--- config.mk ---
export PLATFORM = sky130hd
export DESIGN_NAME = mem_bus_arbiter
export DESIGN_NICKNAME = d
export VERILOG_FILES = /design/src/rtl/mem_bus_arbiter.sv
export SDC_FILE = /design/constraint.sdc
export NUM_CORES = 1
export LEC_CHECK = 0
export CORE_MARGIN = 10
export CORE_UTILIZATION = 29
export CTS_CLUSTER_DIAMETER = 60
export CTS_CLUSTER_SIZE = 14
export DETAILED_ROUTE_END_ITERATION = 10
export PLACE_DENSITY_LB_ADDON = 0.12
export SLEW_MARGIN = 20
export SYNTH_ARGS = -nofsm -noshare
export SYNTH_HDL_FRONTEND = slang
export SYNTH_SLANG_ARGS = --single-unit
--- constraint.sdc ---
create_clock -name clk -period 4.05 [get_ports clk]
set_input_delay 1.215 -clock clk [delete_from_list [all_inputs] [get_ports clk]]
set_output_delay 1.215 -clock clk [all_outputs]
set_load 0.02 [all_outputs]
--- src/rtl/mem_bus_arbiter.sv ---
// mem_bus_arbiter: shares the DataMem bus between the CPU (priority)
// and a DMA/loader requester, with a starvation counter for the DMA.
//
// Ports:
//   clk, reset                 clock, synchronous active-high reset
//   cpu_read/write/addr/wdata  CPU MemBus request
//   cpu_rdata, cpu_stall       CPU load data, stall to hazard unit
//   dma_req/we/addr/wdata      DMA request, held until dma_ack
//   dma_rdata, dma_ack         registered DMA read data, done pulse
//   mem_read/write/addr/wdata  to DataMem
//   mem_rdata                  from DataMem (combinational)
module mem_bus_arbiter #(
  parameter int unsigned MAX_WAIT = 4,
  parameter int unsigned CNT_W    = 8
) (
  input  logic        clk,
  input  logic        reset,
  input  logic        cpu_read,
  input  logic        cpu_write,
  input  logic [31:0] cpu_addr,
  input  logic [31:0] cpu_wdata,
  output logic [31:0] cpu_rdata,
  output logic        cpu_stall,
  input  logic        dma_req,
  input  logic        dma_we,
  input  logic [31:0] dma_addr,
  input  logic [31:0] dma_wdata,
  output logic [31:0] dma_rdata,
  output logic        dma_ack,
  output logic        mem_read,
  output logic        mem_write,
  output logic [31:0] mem_addr,
  output logic [31:0] mem_wdata,
  input  logic [31:0] mem_rdata
);

  typedef enum logic {
    ARB = 1'b0,
    ACK = 1'b1
  } state_e;

  localparam logic [CNT_W-1:0] MaxWait = CNT_W'(MAX_WAIT);

  state_e            state_q, state_d;
  logic [CNT_W-1:0]  wait_cnt_q, wait_cnt_d;
  logic              dma_ack_q, dma_ack_d;
  logic [31:0]       dma_rdata_q, dma_rdata_d;

  logic cpu_active;
  logic starved;
  logic grant_dma;

  assign cpu_active = cpu_read | cpu_write;
  assign starved    = (wait_cnt_q == MaxWait);

  // No DMA access may reach memory during the reset cycle.
  assign grant_dma = ~reset
                   & (state_q == ARB)
                   & dma_req
                   & (~cpu_active | starved);

  assign cpu_stall = grant_dma & cpu_active;
  assign cpu_rdata = mem_rdata;
  assign dma_ack   = dma_ack_q;
  assign dma_rdata = dma_rdata_q;

  // Bus mux: CPU passes through unless the DMA is granted.
  always_comb begin
    mem_addr  = cpu_addr;
    mem_wdata = cpu_wdata;
    mem_read  = cpu_read & ~reset;
    mem_write = cpu_write & ~reset;
    if (grant_dma) begin
      mem_addr  = dma_addr;
      mem_wdata = dma_wdata;
      mem_write = dma_we;
      mem_read  = ~dma_we;
    end
  end

  always_comb begin
    state_d     = state_q;
    wait_cnt_d  = wait_cnt_q;
    dma_ack_d   = 1'b0;
    dma_rdata_d = dma_rdata_q;
    unique case (state_q)
      ARB: begin
        if (grant_dma) begin
          state_d    = ACK;
          dma_ack_d  = 1'b1;
          wait_cnt_d = '0;
          if (!dma_we) begin
            dma_rdata_d = mem_rdata;
          end
        end else if (dma_req && cpu_active) begin
          // Saturate so the forced grant stays pending.
          if (!starved) begin
            wait_cnt_d = wait_cnt_q + 1'b1;
          end
        end else if (!dma_req) begin
          wait_cnt_d = '0;
        end
      end
      ACK: begin
        // The CPU always owns the bus in the ack cycle.
        state_d    = ARB;
        dma_ack_d  = 1'b0;
        wait_cnt_d = '0;
      end
      default: begin
        state_d    = ARB;
        wait_cnt_d = '0;
      end
    endcase
  end

  always_ff @(posedge clk) begin
    if (reset) begin
      state_q     <= ARB;
      wait_cnt_q  <= '0;
      dma_ack_q   <= 1'b0;
      dma_rdata_q <= '0;
    end else begin
      state_q     <= state_d;
      wait_cnt_q  <= wait_cnt_d;
      dma_ack_q   <= dma_ack_d;
      dma_rdata_q <= dma_rdata_d;
    end
  end

endmodule

==> flow_summary.ini <==
[floorplan]
start_util_pct = 29.8
dieArea_um2 = 13700
io-pin-count = 298
rows = 35
coreArea_um2 = 9200
die-height_um = 117
die_w_um = 117

[job]
max_cap_violations = 0

[pwr]
vdd_drop_max_v = 0.000142
leakagePower_nw = 2.29
power_mw = 1.15
power_density_nw_per_um2 = 205

[drt]
firstDrtPassIters = 4
antenna_left = 0
wl_per_cell_um = 23.4
routed_via_density = 4.80
routed_wl_um = 15900
drt_iter0_drc = 90
drc_errors = 0
vias = 3261

[placed_design]
place.gp.congestion = 0.790
port_buffers = 297
pre_cts_slack_ns = -0.472
detailedPlacementHpwl_um = 13600

[clocking]
cts.sinks = 41
clk_pin_slew_worst_paths_ns = 0.08
htreeDepth = 2
root_buffer = clkbuf_8
clockBufferDepth = 2
cts_tree = yes
cts_made_buffers = 5
clock_latency_ns = 0.29

[final_layout]
final_core_util_pct = 61.1
fillCellCount = 823
mostFrequentLayoutCell = clkdlybuf4s50_1
mostFrequentLayoutCells = 226 x clkdlybuf4s50_1, 47 x mux2_2, 41 x dfxtp_1
area_growth_pct = 105
nets = 734
drive_gt1_share_pct = 23.5

[logic_synthesis]
synth_top_area_cell = dfxtp_1
synth_top_area_share_pct = 30.0
ys.flop_type = dfxtp_1
yosys_register_bits = 41
yosys_warnings = 0
netlist_top_cells_area = dfxtp_1 30%, mux2_2 20%, buf_4 9.1%
synth_edf_count = 0
syn_inst = 301
async_flop_share_pct = 0
syn_area_um2 = 2740
syn_area_per_cell_um2 = 9.09
synth_seq_area_share_pct = 30.0
syn_nets = 469
post_synth_num_cell_types = 30

[timing]
min_period_ns = 3.99
slew_headroom_pct = 75.1
drv_slew = 0
hold_slack_ns = 0.475
skew_ns = 0.00595
fin_ws_ns = 0.0595
min_period_over_period_pct = 98.5
hold_viol = 0
rsz0062_at_grt = no
worstMarginPinSlew_ns = 0.373
setup_violations = 0
fmax_mhz = 251

[worst_setup_path]
critPathKind = in -> out
path_max_fanout = 7
required_ns = 2.83
cpMaxStageDelayCell = dlygate4sd2_1
endpoint_kind = output port
path_cells = dlygate4sd2_1, nor2_4, a21o_1, nand2_4, buf_4, buf_12, mux2_2, dlygate4sd2_1
start_kind = input port
cp_common_cell = dlygate4sd2_1
max_stage_delay_ns = 0.34
crit_arrival_ns = 2.78

[global_routing]
grt_pass1_wl_um = 21600
antenna_found_initial = 0
grt_util_all_layers_pct = 21.2
overflow = 0
grt_pass1_vias = 3515
grt_max_degree = 35

[outcome]
outcome = completed

[worst_hold_path]
min_path_type = reg -> reg
## routing by layer
layer,part of all wire [%],GRT usage (%),vias up
met1,32,20.2,1510
li1,-,-,1571
met3,12,9.38,10
met4,1.6,5.93,0
met5,0,0,-
met2,54,40.1,170
## worst max-delay path, delay by kind of cell
kind | cells | cell delay [ns]
simple gates | 2 | 0.25
mux | 1 | 0.26
compound gates | 1 | 0.16
buf+inv | 4 | 0.89
## power by group
part / leakage (nW) / total (mW) / switching (mW) / internal, mW
Clock: 0.0439 / 0.263 / 0.144 / 0.119
Combinational: 1.92 / 0.476 / 0.204 / 0.271
Sequential: 0.331 / 0.411 / 0.00291 / 0.408
Total: 2.29 / 1.15 / 0.351 / 0.798
## per-stage QoR
step / cell area, um^2 / std cells / setup TNS, ns
after floorplan: 2740 / 301 / 0
after global placement: 5580 / 666 / -23.05
after detailed placement: 5580 / 666 / -24.52
after CTS: 5700 / 678 / 0
after global routing: 5610 / 678 / 0
final: 5620 / 680 / 0
## timing repair
item / in CTS / in global routing
hold endpoints to repair: 0 / 0
gates cloned: 2 / 0
pin swaps: 3 / 0
setup buffers: 2 / 0
endpoints found under the setup margin: 67 / 31
hold buffers: 0 / 0
resized for setup: 85 / 43
## state kept, by name, summed over array words and instances (netlist names)
signal      flops
dma_rdata      32
wait_cnt_q      8
dma_ack         1
## cells in the mapped netlist (2+ instances only)
master / count
ha_1: 2
nor2_1: 10
dfxtp_1: 41
inv_1: 5
nand3_1: 34
xnor2_1: 2
o21ai_0: 32
xor2_1: 4
buf_4: 33
mux2_2: 48
a21oi_1: 34
clkbuf_1: 13
and3_1: 2
buf_2: 7
buf_6: 3
mux2_4: 16
nand2_1: 2
## path summary, 6_finish.rpt
| path | start | slack [ns] | cells after the start | endpoint |
|---|---|---|---|---|
| worst max-delay path | cpu_write | 0.06 | 8 | mem_addr[8] |
| worst min-delay path | dma_rdata[18] | 0.48 | 2 | dma_rdata[18] |
| worst max register to register | wait_cnt_q[0] | 2.25 | 7 | dma_rdata[26] |
| worst min register to register | dma_rdata[18] | 0.48 | 2 | dma_rdata[18] |
## layout make-up
cell class	count	area, um^2	area share (%)
well taps	111	139	2.47
clock buffers	5	68.8	1.23
diodes	2	5.00	0.0891
flip-flops and latches	41	821	14.6
inverters	5	18.8	0.334
multi-input cells	199	1560	27.7
repair buffers	314	2990	53.2
clock inverters	3	17.5	0.312
## cells by family after synthesis
group                    count (synthesis)  synth area share [%]
AO/OA/AOI/OAI                           69                  13.0
XOR/XNOR                                 6                  1.92
adder cells (fa/ha/maj)                  2                 0.914
buffers and inverters                   61                  14.0
flip-flops                              41                  30.0
multiplexers                            64                  28.5
AND/OR/NAND/NOR                         58                  11.6
Note: power is estimated with default switching activity, not from simulation.
==> edit, RTL diff (same flow settings) <==
Set the parameter `CNT_W` to 12 (it was 8).
--- a/src/rtl/mem_bus_arbiter.sv
+++ b/src/rtl/mem_bus_arbiter.sv
@@ -11,7 +11,7 @@
 //   mem_rdata                  from DataMem (combinational)
 module mem_bus_arbiter #(
   parameter int unsigned MAX_WAIT = 4,
-  parameter int unsigned CNT_W    = 8
+  parameter int unsigned CNT_W    = 12
 ) (
   input  logic        clk,
   input  logic        reset,
Check against the original RTL: same outputs for any inputs over 4 cycles, from zero or initial values and one cycle with reset high; that may be too few to reach the edited logic, so the function may still have changed.
==> edit against the unedited design <==
Sequential cell count rose by 4. Total power rose by 8.0%. First-iteration DRC count rose to 3.6 times the old value. Area after synthesis rose by 12%. Die area rose by 10%. Clock power rose by 7.6%. Count of clock-buffer cells in the layout did not move. Critical path depth fell by 1. Cell area rose by 9.1%. Worst setup slack improved by 56 ps. Wire length barely moved. Worst hold slack improved by 3.3 ps. Largest power group unchanged.
==> edit: results (changes against the unedited design) <==
synth_common_cells: "dfxtp_1 (45), buf_4 (35), nand3_1 (35)"
max-clock-path-buffers: 2  # unchanged
synth_cell_type_count: 37  # +23%
insertion_delay_ps: 300
yosysSeqAreaShare: 0.293  # -0.00679
cts_buffers: 5  # unchanged
outcome: "completed"
grt_pass1_vias: 3686  # +4.9%
critical_path.max_fanout: 6  # -1
routed_wl_um: 15900  # about the same
nNetsFinal: 757  # +3.1%
crit_family: "simple AND/OR/NAND/NOR gates"
place.gp.congestion: 0.899  # +14%
final_cells: 726  # +6.8%
dpl.hpwl_um: 13000  # -4.3%
grt_util_all_layers: 0.194  # -0.0176
avgSynthCellArea_um2: 9.48  # +4.3%
cts.clk_slew.worst_paths_ps: 80  # about the same
cpMaxStageDelayCell: "or3b_4"
vias: 3421  # +4.9%
syn_nets: 492  # +4.9%
drt_iter0_drc: 323  # +260%
dr.max_layer_used: "met4"
drive_above_1_share: 0.285  # +0.0502
insertedDiodeCount: 0  # -2
root_buffer: "clkbuf_8"
irDropWorstVdd_mv: 0.123  # -13%
worstMarginPinSlew_ps: 447  # +73.8 ps
synth_warnings: 0  # unchanged
grt_max_degree: 38  # +8.6%
min_path_type: "flop to flop"
cts_setup_buffers: 5  # +3
met1Wirelength_um: 5770  # +13%
hold_depth: 2  # unchanged
dr.pass1.iters: 4  # unchanged
async_flop_share: 0  # unchanged
met3RoutedLength_um: 1680  # -10%
cp.arrival_ps: 2720  # -60 ps
largest_reg_flops: 32  # unchanged
met2_length_um: 8160  # -5.7%
max_stage_delay_ps: 410  # +70 ps
use_met3: 0.0652  # -0.0286
finClkSkew_ps: 10.1  # +4.19 ps
portBuffers: 297  # unchanged
cts-resized-gates: 306  # +260%
met1_usage: 0.216  # +0.0141
synth.top_cells.by_area: "dfxtp_1 (29%), mux2_4 (15%), mux2_2 (12%), buf_4 (8.6%), nand3_1 (5.7%)"
leakage_nw: 2.36  # +2.9%
grt_pass1_wl_um: 22500  # +4.3%
globalRouteMet2Util: 0.348  # -0.0524
dpl.cell_count: 709  # +6.5%
edit: cell count changes after synthesis, moves of 3 or more:
cell	before	now
mux2_2	48	34
mux2_4	16	30
buf_12	0	4
dfxtp_1	41	45
nand4_1	1	4
edit: final cells by class:
| class | count | area, um2 |
|---|---|---|
| flip-flops and latches | 45 | 901 |
| well taps | 136 | 170 |
| inverters | 4 | 15.0 |
| clock buffers | 5 | 68.8 |
| fillers | 898 | 4190 |
| multi-input cells | 216 | 1780 |
| clock inverters | 3 | 22.5 |
| repair buffers | 317 | 3170 |
edit: kinds of logic (layout without fill, tap and decap cells):
group,Yosys count,after routing,share of synthesized area
buffers and inverters,63,329,0.147
AO/OA/AOI/OAI,71,71,0.121
AND/OR/NAND/NOR,70,70,0.134
flip-flops,45,45,0.293
XOR/XNOR,8,8,0.0228
multiplexers,65,65,0.274
adder cells (fa/ha/maj),2,2,0.00814
edit: per-stage QoR:
step	power [mW]	hold slack (ps)	setup WS, ps	util	cell area, um2
floorplan	0.676	437	293	-	3070
global placement	0.966	456	-613	0.573	5920
detailed placement	0.970	467	-626	0.573	5920
CTS	1.25	481	-59.4	0.588	6070
global route	1.30	511	78.1	0.594	6130
finish	1.24	479	115	0.594	6130
edit: path summary, 6_finish.rpt:
check	start	endpoint	slack (ps)
worst max-delay path	dma_req	mem_wdata[18]	120
worst min-delay path	dma_rdata[30]$_SDFFE_PP0P_	dma_rdata[30]$_SDFFE_PP0P_	480
worst max register to register	wait_cnt_q[0]$_SDFFE_PP0P_	wait_cnt_q[11]$_SDFFE_PP0P_	1970
worst min register to register	dma_rdata[30]$_SDFFE_PP0P_	dma_rdata[30]$_SDFFE_PP0P_	480
edit: power breakdown:
part | internal (mW) | switching (mW)
clock | 0.123 | 0.160
combinational | 0.300 | 0.209
sequential | 0.447 | 0.00296
